<file path="src/rtl/instr_encoder.sv">
// RV32I instruction encoder: packs operand fields and a signed immediate into an
// instruction word behind a 2-entry output buffer. Build option: SHAMT_CHECK_EN.
module instr_encoder #(
  parameter int ADDR_W   = 32,
  parameter int ERRCNT_W = 8
) (
  input  logic                clk,
  input  logic                rst_n,
  input  logic                in_valid,
  output logic                in_ready,
  input  logic [2:0]          in_fmt,
  input  logic [6:0]          in_opcode,
  input  logic [4:0]          in_rd,
  input  logic [4:0]          in_rs1,
  input  logic [4:0]          in_rs2,
  input  logic [2:0]          in_funct3,
  input  logic [6:0]          in_funct7,
  input  logic [31:0]         in_imm,
  input  logic                addr_load,
  input  logic [ADDR_W-1:0]   addr_load_val,
  output logic                out_valid,
  input  logic                out_ready,
  output logic [31:0]         out_instr,
  output logic [ADDR_W-1:0]   out_addr,
  output logic                out_err,
  output logic [ERRCNT_W-1:0] err_cnt
);

  localparam logic [2:0] FMT_R = 3'd0;
  localparam logic [2:0] FMT_I = 3'd1;
  localparam logic [2:0] FMT_S = 3'd2;
  localparam logic [2:0] FMT_B = 3'd3;
  localparam logic [2:0] FMT_U = 3'd4;
  localparam logic [2:0] FMT_J = 3'd5;

  typedef struct packed {
    logic [31:0]       instr;
    logic [ADDR_W-1:0] addr;
    logic              err;
  } entry_t;

  entry_t              buf_q [2];
  logic                rd_ptr_q, wr_ptr_q;
  logic [1:0]          count_q, count_d;
  logic                in_ready_q;
  logic [ADDR_W-1:0]   addr_q, addr_d, word_addr;
  logic [ERRCNT_W-1:0] err_cnt_q;

  logic        push, pop;
  logic [31:0] enc_instr;
  logic        enc_err;
  logic        fits_12, fits_13, fits_21;

  // A value fits an N-bit signed field when all bits from N-1 upward agree.
  assign fits_12 = (&in_imm[31:11]) | ~(|in_imm[31:11]);
  assign fits_13 = (&in_imm[31:12]) | ~(|in_imm[31:12]);
  assign fits_21 = (&in_imm[31:20]) | ~(|in_imm[31:20]);

  always_comb begin
    enc_instr = 32'h0000_0013;
    enc_err   = 1'b1;
    case (in_fmt)
      FMT_R: begin
        enc_instr = {in_funct7, in_rs2, in_rs1, in_funct3, in_rd, in_opcode};
        enc_err   = 1'b0;
      end
      FMT_I: begin
        enc_instr = {in_imm[11:0], in_rs1, in_funct3, in_rd, in_opcode};
        enc_err   = ~fits_12;
      end
      FMT_S: begin
        enc_instr = {in_imm[11:5], in_rs2, in_rs1, in_funct3, in_imm[4:0], in_opcode};
        enc_err   = ~fits_12;
      end
      FMT_B: begin
        enc_instr = {in_imm[12], in_imm[10:5], in_rs2, in_rs1, in_funct3,
                     in_imm[4:1], in_imm[11], in_opcode};
        enc_err   = ~fits_13 | in_imm[0];
      end
      FMT_U: begin
        enc_instr = {in_imm[31:12], in_rd, in_opcode};
        enc_err   = |in_imm[11:0];
      end
      FMT_J: begin
        enc_instr = {in_imm[20], in_imm[10:1], in_imm[11], in_imm[19:12], in_rd, in_opcode};
        enc_err   = ~fits_21 | in_imm[0];
      end
      default: ;
    endcase
`ifdef SHAMT_CHECK_EN
    // OP-IMM shifts: upper immediate bits select SLLI/SRLI/SRAI, rest must be zero.
    if (in_fmt == FMT_I && in_opcode == 7'b0010011) begin
      if (in_funct3 == 3'b001 && in_imm[11:5] != 7'b0000000)
        enc_err = 1'b1;
      if (in_funct3 == 3'b101 && in_imm[11:5] != 7'b0000000 && in_imm[11:5] != 7'b0100000)
        enc_err = 1'b1;
    end
`endif
  end

  assign out_valid = (count_q != 2'd0);
  assign push      = in_valid & in_ready_q;
  assign pop       = out_valid & out_ready;
  assign word_addr = addr_load ? addr_load_val : addr_q;

  always_comb begin
    count_d = count_q;
    if (push && !pop)
      count_d = count_q + 2'd1;
    else if (!push && pop)
      count_d = count_q - 2'd1;
  end

  always_comb begin
    addr_d = addr_q;
    if (push)
      addr_d = word_addr + ADDR_W'(4);
    else if (addr_load)
      addr_d = addr_load_val;
  end

  always_ff @(posedge clk or negedge rst_n) begin
    if (!rst_n) begin
      for (int i = 0; i < 2; i++)
        buf_q[i] <= '0;
      rd_ptr_q   <= 1'b0;
      wr_ptr_q   <= 1'b0;
      count_q    <= 2'd0;
      in_ready_q <= 1'b1;
      addr_q     <= '0;
      err_cnt_q  <= '0;
    end else begin
      if (push) begin
        buf_q[wr_ptr_q] <= '{instr: enc_instr, addr: word_addr, err: enc_err};
        wr_ptr_q        <= ~wr_ptr_q;
        if (enc_err && err_cnt_q != {ERRCNT_W{1'b1}})
          err_cnt_q <= err_cnt_q + ERRCNT_W'(1);
      end
      if (pop)
        rd_ptr_q <= ~rd_ptr_q;
      count_q    <= count_d;
      in_ready_q <= (count_d != 2'd2);
      addr_q     <= addr_d;
    end
  end

  assign in_ready  = in_ready_q;
  assign out_instr = buf_q[rd_ptr_q].instr;
  assign out_addr  = buf_q[rd_ptr_q].addr;
  assign out_err   = buf_q[rd_ptr_q].err;
  assign err_cnt   = err_cnt_q;

endmodule

</file>
<file path="config.mk">
export PLATFORM = sky130hd
export DESIGN_NAME = instr_encoder
export DESIGN_NICKNAME = d
export VERILOG_FILES = /design/src/rtl/instr_encoder.sv
export SDC_FILE = /design/constraint.sdc
export NUM_CORES = 1
export LEC_CHECK = 0
export BUFFER_PORTS_ARGS = -buffer_cell sky130_fd_sc_hd__buf_2
export CAP_MARGIN = 20
export CORE_MARGIN = 1.5
export CORE_UTILIZATION = 55
export CTS_BUF_LIST = sky130_fd_sc_hd__clkbuf_16
export CTS_CLUSTER_DIAMETER = 200
export DETAILED_ROUTE_END_ITERATION = 10
export PLACE_DENSITY_LB_ADDON = 0.3
export SYNTH_ARGS = -nofsm -noshare
export SYNTH_HDL_FRONTEND = slang
export SYNTH_SLANG_ARGS = --single-unit
</file>
<file path="constraint.sdc">
create_clock -name clk -period 2.4 [get_ports clk]
set_input_delay 0.12 -clock clk [delete_from_list [all_inputs] [get_ports clk]]
set_output_delay 0.12 -clock clk [all_outputs]
set_load 0.05 [all_outputs]
</file>
Word level (Yosys, flattened, before mapping)
Cells that the tools add are included.
{"block": "word_totals", "reg_bits": 175, "elab_cells": 72, "out_inout_bits": 75}
{"block": "op_classes", "mux": 12, "bitwise": 17, "eq_ne": 7, "n_addsub": 4, "n_reduce_logical": 17, "order_cmp": 3}
{"op": "two-way mux 65 bit", "n": 4}
{"op": "case mux 32 bit (6 select lines)", "n": 1}
{"op": "bitwise mux 130 bit", "n": 1}
{"op": "demux 65 bit (select 1 bit)", "n": 1}
{"op": "two-way mux 32 bit", "n": 2}
{"op": "adder 32 x 3 -> 32 bit, second input constant", "n": 1}
{"op": "OR reduction 12 bit", "n": 2}
{"op": "AND reduction 21 bit", "n": 1}
{"op": "OR reduction 21 bit", "n": 1}
{"op": "AND reduction 20 bit", "n": 1}
{"op": "OR reduction 20 bit", "n": 1}
{"op": "AND reduction 12 bit", "n": 1}
{"op": "adder 8 x 1 -> 8 bit, second input constant", "n": 1}
{"op": "inequality test 8 bit, second input constant", "n": 1}
{"op": "inverter 1 bit", "n": 8}
{"op": "== test 3 x 2 -> 1 bit, second input constant", "n": 2}
{"op": "== test 3 bit, second input constant", "n": 2}
{"op": "bitwise OR 1 bit", "n": 5}
{"op": "case mux 1 bit (5 select lines)", "n": 1}
{"op": ">= comparator 2 bit, second input constant", "n": 2}
{"op": "logical AND 1 bit", "n": 4}
{"op": "two-way mux 2 bit", "n": 2}
{"op": "inverter 1 -> 2 bit", "n": 2}
{"op": "== test 3 x 1 -> 1 bit, second input constant", "n": 1}
{"op": "other kinds (10)", "n": 12}

Longest topological paths before layout
Gate-level depths: netlist of run 1.
{"block": "depth", "ltp_word": 8, "ltp_mapped": 13}

Least setup slack after synthesis of run 1
Ideal clock, no wire load.
{"block": "synth_path", "path_type": "input -> register", "startpoint": "in addr_load", "endpoint": "reg addr_q[22]", "t_required_ns": 2.269, "path_slack_ns": 0.050, "arrival_ns": 2.218, "path_stages": 13, "path_cell_list": "buf_6 buf_8 buf_4 buf_4 mux2i_1 inv_1 ha_1 and3_1 and3_1 clkbuf_2 and2b_1 nor3b_1 xnor2_1"}
{"block": "synth_via", "elab_chain_cells": 3}
{"item": "start: declaration", "line": "19", "rtl": "input logic addr_load,"}
{"item": "two-way mux 32 bit"}
{"item": "via word_addr[2]", "line": "46", "rtl": "logic [ADDR_W-1:0] addr_q, addr_d, word_addr;"}
{"item": "adder 32 x 3 -> 32 bit", "line": "117", "rtl": "addr_d = word_addr + ADDR_W'(4);"}
{"item": "two-way mux 32 bit", "line": "116", "rtl": "if (push)"}
{"item": "via addr_d[22]", "line": "46"}
{"item": "end signal: assignment", "line": "143", "rtl": "addr_q <= addr_d;"}
{"item": "end: declaration", "line": "46"}
The timed path passes the listed nets, and every way through them passes these cells.
A chain may end at the register's enable or synchronous reset.

Worst setup path in the final report of run 1
{"block": "layout_path", "startpoint": "reg rd_ptr_q", "endpoint": "out out_instr[10]"}
{"block": "layout_via", "elab_chain_cells": 4}
{"item": "start: declaration", "line": "43", "rtl": "logic rd_ptr_q, wr_ptr_q;"}
{"item": "start signal: assignment", "line": "140", "rtl": "rd_ptr_q <= ~rd_ptr_q;"}
{"item": "inverter 1 -> 2 bit (implied by the code)", "line": "148", "rtl": "assign out_instr = buf_q[rd_ptr_q].instr;"}
{"item": "two-way mux 65 bit (3 in series)"}
{"item": "end: declaration", "line": "23", "rtl": "output logic [31:0] out_instr,"}
No other way between the ends. The select of a mux whose other input is x is not followed.

==> impl_metrics.csv, run 1 <==
group,metric,value,unit
drt,drt-initial-drc-count,405,
timing,fmax,0.463,GHz
die,rows,45,
synthesis,synth_edf_count,0,
clock_network,cts_resized,0,
worst_setup_path,crit_required,2.28,ns
drt,drc,0,
power_and_ir_drop,pwr-share-comb,48.4,%
global_route,antenna_found_initial,0,
synthesis,async_flop_share,100,%
hold_path,hold_class,"input port to flop",
clock_network,clk_pin_slew_worst_paths,0.06,ns
die,coreArea,0.0153,mm2
power_and_ir_drop,p_switching,6810,uW
clock_network,numCtsBuffers,17,
drt,firstDrtPassIters,5,
clock_network,cts_sinks,175,
power_and_ir_drop,p_leak,0.00506,uW
timing,fin_crit,2.16,ns
timing,slew_headroom,61.0,%
final_layout,seq_area,0.00438,mm2
synthesis,ys_ff_latch,175,
drt,avgRoutedWirePerCell,15.7,um
die,die_area,0.0164,mm2
timing,finalSetupTns,0,ns
worst_setup_path,worst_path_max_delay_cell,"dfrtp_2",
drt,drt-vias-per-instance,5.41,
timing,period_share,89.9,%
synthesis,synth_top_area_cell,"dfrtp_1",
global_route,grt_start_max_net_pins,63,
clock_network,worstSkewPairLatency,0.43,ns
die,dieHeight,128,um
die,initial_core_util,56.4,%
final_layout,fill_cells,1200,
die,fp.dieW,128,um
drt,ant_nets,0,
worst_setup_path,path_cells,"buf_12 -> mux2_2 -> buf_2",
synthesis,ys_top_cells_by_count,"dfrtp_1 (174), nand2_1 (162), o21ai_0 (136)",
worst_setup_path,crit_path_end_kind,"output port",
final_layout,syn2layout_area_growth,23.4,%
clock_network,cts_max_level,4,
timing,worstMarginPinSlew,0.585,ns
final_layout,diodes,0,
power_and_ir_drop,p_sw_share,46.1,%
clock_network,cts.path.max_buffers,2,
worst_setup_path,path_class,"flop to output port",
drt,vias,6905,
placed_design,hpwlAfterDp,14500,um
synthesis,yosysWarningCount,0,
final_layout,drive_above_1_share,30.7,%
placed_design,gp_congestion,0.939,
timing,finalHoldViolCount,0,
worst_setup_path,crit_fanout,29,
timing,setup_violations,0,
timing,skew,0.0139,ns
final_layout,nets,1159,
final_layout,multiInputGateArea,0.00397,mm2
worst_setup_path,cp_data_arrival_time,2.04,ns
clock_network,cts_root_buffer,"clkbuf_16",
power_and_ir_drop,power.internal,7970,uW
global_route,grt_pass1_vias,6782,
synthesis,synth_top_area_share,50.6,%
clock_network,tritoncts,"built",
power_and_ir_drop,clkPwrFrac,18.9,%
global_route,grt_pass1_wl,32800,um
placed_design,dp_worst_setup_slack,0.131,ns
die,io_pins,179,
placed_design,io_buffers,178,
synthesis,avgSynthCellArea,9.99,um2
timing,slew_violations,0,
timing,setup_ws,0.242,ns
synthesis,synth.top_cells.by_area,"dfrtp_1 (51%), mux2_2 (8.8%), o21ai_0 (7.9%)",
synthesis,syn-num-nets,968,
global_route,grtUsageTotal,25.5,%
power_and_ir_drop,p_seq_share,32.7,%
synthesis,yosysMostFrequentCell,"dfrtp_1",
synthesis,synth_area,0.00860,mm2
worst_setup_path,crit_path_start_kind,"flop",
timing,rsz0062_at_grt,"false",
synthesis,synthCells,861,
synthesis,ys.flop_type,"dfrtp_1",
run_status,status,"completed",
power_and_ir_drop,ir_worst_vdd,0.00101,V
flow_run,maxCapViolCount,0,
global_route,overflow,0,
drt,wl,20100,um
worst_setup_path,cpPeakStageDelay,0.72,ns
power_and_ir_drop,power_density,1390,mW/mm2
synthesis,yosysSeqAreaShare,50.9,%
synthesis,synth_cell_types,60,
-- worst max-delay path, delay by kind of cell (launching register included) --
kind / cells / cell delay [ns]
flip-flops: 1 / 0.72
multiplexers: 1 / 0.37
buffers and inverters: 2 / 0.49
-- sequential cells by signal (all words and copies together) (netlist names) --
name	count
in_ready	1
err_cnt	8
wr_ptr_q	1
buf_q	130
rd_ptr_q	1
addr_q	32
count_q	2
-- cell type report --
type                    instances  area share (%)
inverters                      11           0.389
well taps                     211            2.49
clock inverters                15            1.60
flip-flops and latches        175            41.3
clock buffers                  17            4.01
repair buffers                225            12.8
multi-input cells             622            37.4
-- kinds of logic after synthesis --
group           count (synthesis)  synth area share [%]
mux                           100                  12.6
fa+ha+maj                       3                 0.436
flops                         175                  50.9
xor+xnor                       41                  4.18
simple gates                  267                  14.6
compound gates                211                  14.1
buf+inv                        64                  3.14
-- layout by cell type, fill, tap and decap left out, types with 15 or more instances in the layout --
master and count:
dfrtp_1 173, o21ai_0 136, buf_2 177, nand2_1 161
a21oi_1 27, nor2b_1 15, nor2_1 27, a22oi_1 21
xor2_1 24, mux2i_1 33, xnor2_1 17, buf_4 30
clkbuf_16 17, mux2_2 67
-- metrics by stage --
| step | area [um2] | std cells | hold WS [ns] | util, % | total power [uW] |
|---|---|---|---|---|---|
| finish | 10600 | 1276 | 0.0144 | 69.5 | 14800 |
| global route | 10600 | 1276 | 0.0409 | 69.5 | 15700 |
| CTS | 10600 | 1276 | 0.00983 | 69.5 | 14900 |
| detailed placement | 9910 | 1234 | 0.144 | 65.0 | 12000 |
| global placement | 9910 | 1234 | 0.140 | 65.0 | 11900 |
| floorplan | 8600 | 861 | -0.176 | - | 10300 |
-- repair_timing --
item	4_1_cts	5_1_grt
hold endpoints to repair	74	0
hold buffers	10	0
setup buffers	0	0
-- path summary, 6_finish.rpt --
check	from	endpoint	slack, ns	cells past startpoint
setup / recovery	rd_ptr_q	out_instr[10]	0.24	3
hold / removal	in_rs2[0]	buf_q[53]	0.01	3
setup reg to reg	in_ready	addr_q[22]	0.37	6
hold reg to reg	buf_q[53]	buf_q[53]	0.47	2
max in group asynchronous	rst_n	in_ready	1.46	3
min in group asynchronous	rst_n	buf_q[11]	0.22	2
-- power by group through the flow --
stage,clock network [uW],logic (uW),registers [uW]
floorplan,0,5420,4840
global placement,0,7050,4820
detailed placement,0,7150,4890
CTS,2830,7210,4850
global route,2960,7700,5000
finish,2790,7160,4840
-- metal layers --
metal | global-route usage (%) | part of all wire, % | up-vias | wire length, um
li1 | - | - | 3386 | -
met5 | 0 | 0 | - | 0
met4 | 9.58 | 2.5 | 0 | 497
met1 | 34.8 | 46 | 3319 | 9210
met2 | 41.0 | 48 | 161 | 9640
met3 | 4.42 | 3.7 | 39 | 748
Power figures use the tool's default switching activity.
==> inputs of run 2 (changes only) <==
--- a/config.mk
+++ b/config.mk
@@ -5,10 +5,11 @@
 export SDC_FILE = /design/constraint.sdc
 export NUM_CORES = 1
 export LEC_CHECK = 0
+export ABC_AREA = 1
 export BUFFER_PORTS_ARGS = -buffer_cell sky130_fd_sc_hd__buf_2
 export CAP_MARGIN = 20
 export CORE_MARGIN = 1.5
-export CORE_UTILIZATION = 55
+export CORE_UTILIZATION = 56
 export CTS_BUF_LIST = sky130_fd_sc_hd__clkbuf_16
 export CTS_CLUSTER_DIAMETER = 200
 export DETAILED_ROUTE_END_ITERATION = 10
==> impl_metrics.csv, run 2 <==
group,metric,value,unit
run_status,status,"completed",
synthesis,synthXorXnorAreaFrac,2.57,%
die,coreArea,0.0160,mm2
clock_network,clk_pin_slew_worst_paths,0.07,ns
worst_setup_path,timing.rr.start,"in_ready",
synthesis,yosysMostFrequentCell,"nand2_1",
global_route,antenna_found_initial,1,
flow_run,maxCapViolCount,0,
synthesis,avgSynthCellArea,7.38,um2
worst_setup_path,cp_data_arrival_time,2.04,ns
final_layout,final_cell_mix,"nand2_1 (521), buf_2 (177), dfrtp_1 (173)",
die,fp.dieW,131,um
placed_design,io_buffers,178,
drt,drt-initial-drc-count,656,
synthesis,synth.top_cells.by_area,"dfrtp_1 (47%), nand2_1 (21%), o21ai_0 (7.9%)",
clock_network,ctsHoldBuffers,11,
worst_setup_path,crit_required,2.28,ns
final_layout,multiInputGateArea,0.00407,mm2
power_and_ir_drop,power_density,1330,mW/mm2
synthesis,synth-adder-area-share,0.407,%
synthesis,synthCells,1249,
synthesis,synth_compound_area_share,9.70,%
worst_setup_path,timing.rr.end,"addr_q[21]",
synthesis,synth_top_area_share,47.3,%
clock_network,tritoncts,"built",
power_and_ir_drop,p_leak,0.00581,uW
synthesis,yosysSeqAreaShare,47.5,%
worst_setup_path,path_cells,"inv_1 -> nand2_1 -> nand2_1 -> buf_2",
synthesis,synth-simple-area-share,31.3,%
timing,finalSetupTns,0,ns
timing,setup_violations,0,
worst_setup_path,crit_path_start_kind,"flop",
timing,worstMarginPinSlew,0.723,ns
clock_network,cts.path.max_buffers,2,
synthesis,async_flop_share,100,%
placed_design,hpwlAfterDp,16400,um
synthesis,synth_cell_types,42,
drt,avgRoutedWirePerCell,14.2,um
final_layout,largest_register,"buf_q",
synthesis,synth_top_family_by_area,"simple AND/OR/NAND/NOR gates",
synthesis,ys.flop_type,"dfrtp_1",
die,rows,46,
placed_design,gp_congestion,0.935,
die,initial_core_util,57.6,%
worst_setup_path,r2r_setup_slack,0.37,ns
drt,firstDrtPassIters,5,
final_layout,nets,1525,
timing,rsz0062_at_grt,"false",
global_route,overflow,0,
timing,skew,0.00768,ns
timing,finalHoldWorstSlack,0.0155,ns
hold_path,whs_endpoint,"rd_ptr_q",
worst_setup_path,cp_top_family,"buffers and inverters",
die,die_area,0.0172,mm2
clock_network,cts_resized,0,
worst_setup_path,path_class,"flop to output port",
hold_path,hp-start,"out_ready",
worst_setup_path,cpPeakStageDelay,0.62,ns
power_and_ir_drop,ir_worst_vdd,0.00106,V
drt,drt-vias-per-instance,5.14,
synthesis,syn-num-nets,1356,
worst_setup_path,cp_num_buf_inv,2,
placed_design,place_inst,1604,
final_layout,drive_above_1_share,19.1,%
die,io_pins,179,
synthesis,synth_top_area_cell,"dfrtp_1",
timing,fmax,0.463,GHz
timing,fin_crit,2.16,ns
final_layout,largest_reg_flops,130,
clock_network,worstSkewPairLatency,0.43,ns
worst_setup_path,worst_path_max_delay_cell,"dfrtp_4",
die,dieHeight,131,um
worst_setup_path,worst-r2r-cell-count,7,
synthesis,yosysWarningCount,0,
worst_setup_path,crit_path_end_kind,"output port",
drt,vias,8478,
clock_network,numCtsBuffers,17,
final_layout,seq_area,0.00438,mm2
timing,slew_violations,0,
final_layout,final_common_cell,"nand2_1",
clock_network,cts_setup_buffers,0,
synthesis,synth.mux.area_fraction,0.122,%
final_layout,syn2layout_area_growth,19.2,%
hold_path,hold_class,"input port to flop",
worst_setup_path,crit_fanout,29,
synthesis,synth_edf_count,0,
final_layout,fill_cells,1384,
hold_path,min_path_cells,3,
global_route,grt_start_max_net_pins,88,
global_route,grt_pass1_vias,8058,
drt,ant_nets,0,
clock_network,cts_root_buffer,"clkbuf_16",
clock_network,cts_sinks,175,
timing,finalHoldViolCount,0,
clock_network,cts_max_level,4,
final_layout,layout.cells.non_filler,1648,
drt,wl,23400,um
timing,period_share,89.9,%
global_route,grtUsageTotal,28.0,%
worst_setup_path,cp_common_cell,"nand2_1",
synthesis,ys_ff_latch,175,
synthesis,ys_top_cells_by_count,"nand2_1 (522), dfrtp_1 (174), o21ai_0 (145)",
synthesis,synth_area,0.00921,mm2
drt,drc,0,
global_route,grt_pass1_wl,39200,um
timing,slew_headroom,51.7,%
run 2: cell types whose count changed in the layout (fill, tap and decap cells not counted), moves of 11 or more:
cell	change
a21oi_1	-24
a22oi_1	-21
buf_4	-19
inv_1	+118
mux2_2	-66
mux2i_1	-33
nand2_1	+360
nand2_2	+18
nand3_1	+27
nand4_1	+11
nor2_1	+31
nor2b_1	-15
xnor2_1	-11
run 2: logic make-up (layout without fill, tap and decap cells):
logic type                 count (synthesis)  after routing
xor gates and xnor gates                  27             27
buffers and inverters                    186            368
adders and majority gates                  3              3
and+or+nand+nor                          689            689
muxes                                      1              1
AOI/OAI and AO/OA                        168            168
other                                      0              1
DFF                                      175            175
run 2: layout make-up:
type / instances / area share [%]
Inverter: 131 / 4.52
Sequential cell: 175 / 39.9
Timing Repair Buffer: 205 / 10.8
Multi-Input combinational cell: 888 / 37.0
Clock inverter: 15 / 1.32
Antenna cell: 1 / 0.0228
Clock buffer: 17 / 3.87
Tap cell: 216 / 2.46
run 2: worst max-delay path by stage:
stage                     startpoint             to  depth (start not counted)
after floorplan             rd_ptr_q  out_instr[26]                          3
after global placement     addr_load     addr_q[30]                         14
after detailed placement   addr_load     addr_q[30]                         13
after CTS                   rd_ptr_q   out_addr[30]                          4
after global routing        rd_ptr_q   out_addr[31]                          4
final                       rd_ptr_q   out_addr[29]                          4
run 2: worst min-delay path, cell delays in order:
cell and delay [ns]:
buf_2 0.12, nand2_1 0.10, xor2_1 0.07
run 2: through the flow:
stage | area, um2 | util, % | worst slack, ns | power, uW
6_report | 11000 | 68.6 | 0.242 | 14600
5_1_grt | 11000 | 68.6 | 0.144 | 15500
4_1_cts | 11000 | 68.6 | 0.222 | 14700
3_5_place_dp | 10300 | 64.4 | 0.297 | 11900
3_3_place_gp | 10300 | 64.4 | 0.337 | 11800
2_1_floorplan | 9210 | - | 0.433 | 10000
run 2: where the power goes:
| group | switching (uW) | internal (uW) |
|---|---|---|
| Combinational | 5420 | 1710 |
| Sequential | 619 | 4160 |
| Clock | 1180 | 1530 |
| Total | 7230 | 7390 |
run 2: layer usage:
| metal | global-route usage [%] | vias to the layer above | wire (um) |
|---|---|---|---|
| met4 | 8.95 | 0 | 508 |
| met1 | 37.3 | 3953 | 10300 |
| met3 | 5.29 | 41 | 1350 |
| met2 | 46.6 | 265 | 11300 |
| li1 | - | 4219 | - |
| met5 | 0 | - | 0 |
==> inputs of run 3 (changes only) <==
--- a/config.mk
+++ b/config.mk
@@ -8,8 +8,10 @@
 export ABC_AREA = 1
 export BUFFER_PORTS_ARGS = -buffer_cell sky130_fd_sc_hd__buf_2
 export CAP_MARGIN = 20
+export CELL_PAD_IN_SITES_DETAIL_PLACEMENT = 1
+export CELL_PAD_IN_SITES_GLOBAL_PLACEMENT = 1
 export CORE_MARGIN = 1.5
-export CORE_UTILIZATION = 56
+export CORE_UTILIZATION = 40
 export CTS_BUF_LIST = sky130_fd_sc_hd__clkbuf_16
 export CTS_CLUSTER_DIAMETER = 200
 export DETAILED_ROUTE_END_ITERATION = 10
==> impl_metrics.csv, run 3 (synthesis results as in run 2) <==
group,metric,value,unit
clock_network,cts_resized,0,
timing,worstMarginPinSlew,0.691,ns
final_layout,syn2layout_area_growth,20.1,%
worst_setup_path,path_class,"flop to output port",
final_layout,fin_area,0.0111,mm2
final_layout,diodes,0,
die,io_pins,179,
timing,setup_violations,0,
placed_design,hpwlAfterDp,19600,um
placed_design,placed_cell_area,0.0104,mm2
drt,drc,0,
clock_network,tritoncts,"built",
worst_setup_path,crit_fanout,25,
flow_run,maxCapViolCount,0,
timing,fmax,0.470,GHz
worst_setup_path,timing.rr.end,"addr_q[23]",
die,dieHeight,155,um
worst_setup_path,r2r_setup_slack,0.30,ns
drt,wl,27300,um
die,fp.dieW,155,um
timing,slew_headroom,53.9,%
worst_setup_path,crit_path_end_kind,"output port",
global_route,overflow,0,
drt,drt-vias-per-instance,4.97,
clock_network,cts.path.max_buffers,2,
timing,finalSetupTns,0,ns
worst_setup_path,crit_path_start_kind,"flop",
clock_network,cts_max_level,4,
worst_setup_path,crit_required,2.28,ns
drt,avgRoutedWirePerCell,15.9,um
final_layout,final_cell_mix,"nand2_1 (521), buf_2 (177), dfrtp_1 (173)",
hold_path,whs_endpoint,"buf_q[100]",
power_and_ir_drop,p_leak,0.00580,uW
die,initial_core_util,40.7,%
die,die_area,0.0240,mm2
worst_setup_path,timing.rr.start,"in_ready",
global_route,antenna_found_initial,1,
final_layout,nets,1525,
placed_design,io_buffers,178,
power_and_ir_drop,power_density,1340,mW/mm2
placed_design,dp_worst_setup_slack,0.336,ns
final_layout,layout.cells.non_filler,1716,
drt,firstDrtPassIters,4,
clock_network,cts_setup_buffers,0,
die,coreArea,0.0226,mm2
timing,rsz0062_at_grt,"false",
clock_network,numCtsBuffers,17,
timing,fin_crit,2.13,ns
clock_network,clk_pin_slew_worst_paths,0.07,ns
drt,vias,8535,
worst_setup_path,worst-r2r-cell-count,8,
global_route,grt_start_max_net_pins,88,
timing,skew,0.00550,ns
placed_design,gp_congestion,0.902,
drt,ant_nets,0,
die,rows,55,
run_status,status,"completed",
global_route,grtUsageTotal,23.9,%
clock_network,cts_sinks,175,
drt,drt-initial-drc-count,442,
worst_setup_path,cp_data_arrival_time,2.01,ns
timing,slew_violations,0,
final_layout,largest_reg_flops,130,
power_and_ir_drop,ir_worst_vdd,0.00100,V
clock_network,cts_root_buffer,"clkbuf_16",
placed_design,place_inst,1676,
timing,finalHoldViolCount,0,
final_layout,drive_above_1_share,19.5,%
global_route,grt_pass1_wl,45500,um
timing,period_share,88.7,%
clock_network,worstSkewPairLatency,0.43,ns
final_layout,final_common_cell,"nand2_1",
hold_path,hold_class,"input port to flop",
global_route,grt_pass1_vias,9024,
timing,setup_ws,0.272,ns
hold_path,hp-start,"in_opcode[2]",
power_and_ir_drop,totalPowerFinal,14800,uW
hold_path,min_path_cells,3,
final_layout,largest_register,"buf_q",
==> run 3: final cells by class <==
type / count / area [um2]
Sequential cell: 175 / 4380
Inverter: 131 / 497
Clock buffer: 17 / 425
Multi-Input combinational cell: 888 / 4070
Fill cell: 2912 / 11600
Clock inverter: 15 / 153
Timing Repair Buffer: 205 / 1180
Tap cell: 285 / 357
==> run 3: worst max path at each step <==
stage | cells after the start | slack (ns) | from | endpoint
after floorplan | 3 | 0.43 | rd_ptr_q | out_instr[26]
after global placement | 10 | 0.38 | in_ready | addr_q[30]
after detailed placement | 14 | 0.34 | addr_load | addr_q[30]
after CTS | 4 | 0.25 | rd_ptr_q | out_addr[31]
after global routing | 10 | 0.15 | in_ready | addr_q[30]
final | 4 | 0.27 | rd_ptr_q | out_addr[31]
==> run 3: critical path, stage by stage, from the launching register on <==
cell,delay (ns)
dfrtp_4,0.60
inv_1,0.41
nand2_1,0.12
nand2_1,0.15
buf_2,0.29
==> run 3: timing repair <==
action                                  in CTS  in global routing
endpoints found under the setup margin       0                  0
hold buffers                                 8                  0
hold endpoints to repair                    66                  0
==> run 3: through the flow <==
step | hold WS (ns) | utilization, %
6_report | 0.0122 | 48.9
5_1_grt | 0.00256 | 48.9
4_1_cts | 0.00212 | 48.9
3_5_place_dp | 0.150 | 46.0
3_3_place_gp | 0.158 | 46.0
2_1_floorplan | -0.176 | -
==> run 3: power by group <==
part           internal, uW  total, uW  leakage [uW]  switching [uW]
Combinational          1700       7260       0.00334            5560
Sequential             4160       4760       0.00219             605
Clock                  1470       2760      0.000272            1290
==> run 3: routing by layer <==
layer | track usage, % | wire length [um]
met1 | 30.6 | 12500
met2 | 41.3 | 13300
met3 | 4.60 | 1070
met4 | 6.82 | 426
met5 | 0 | 13
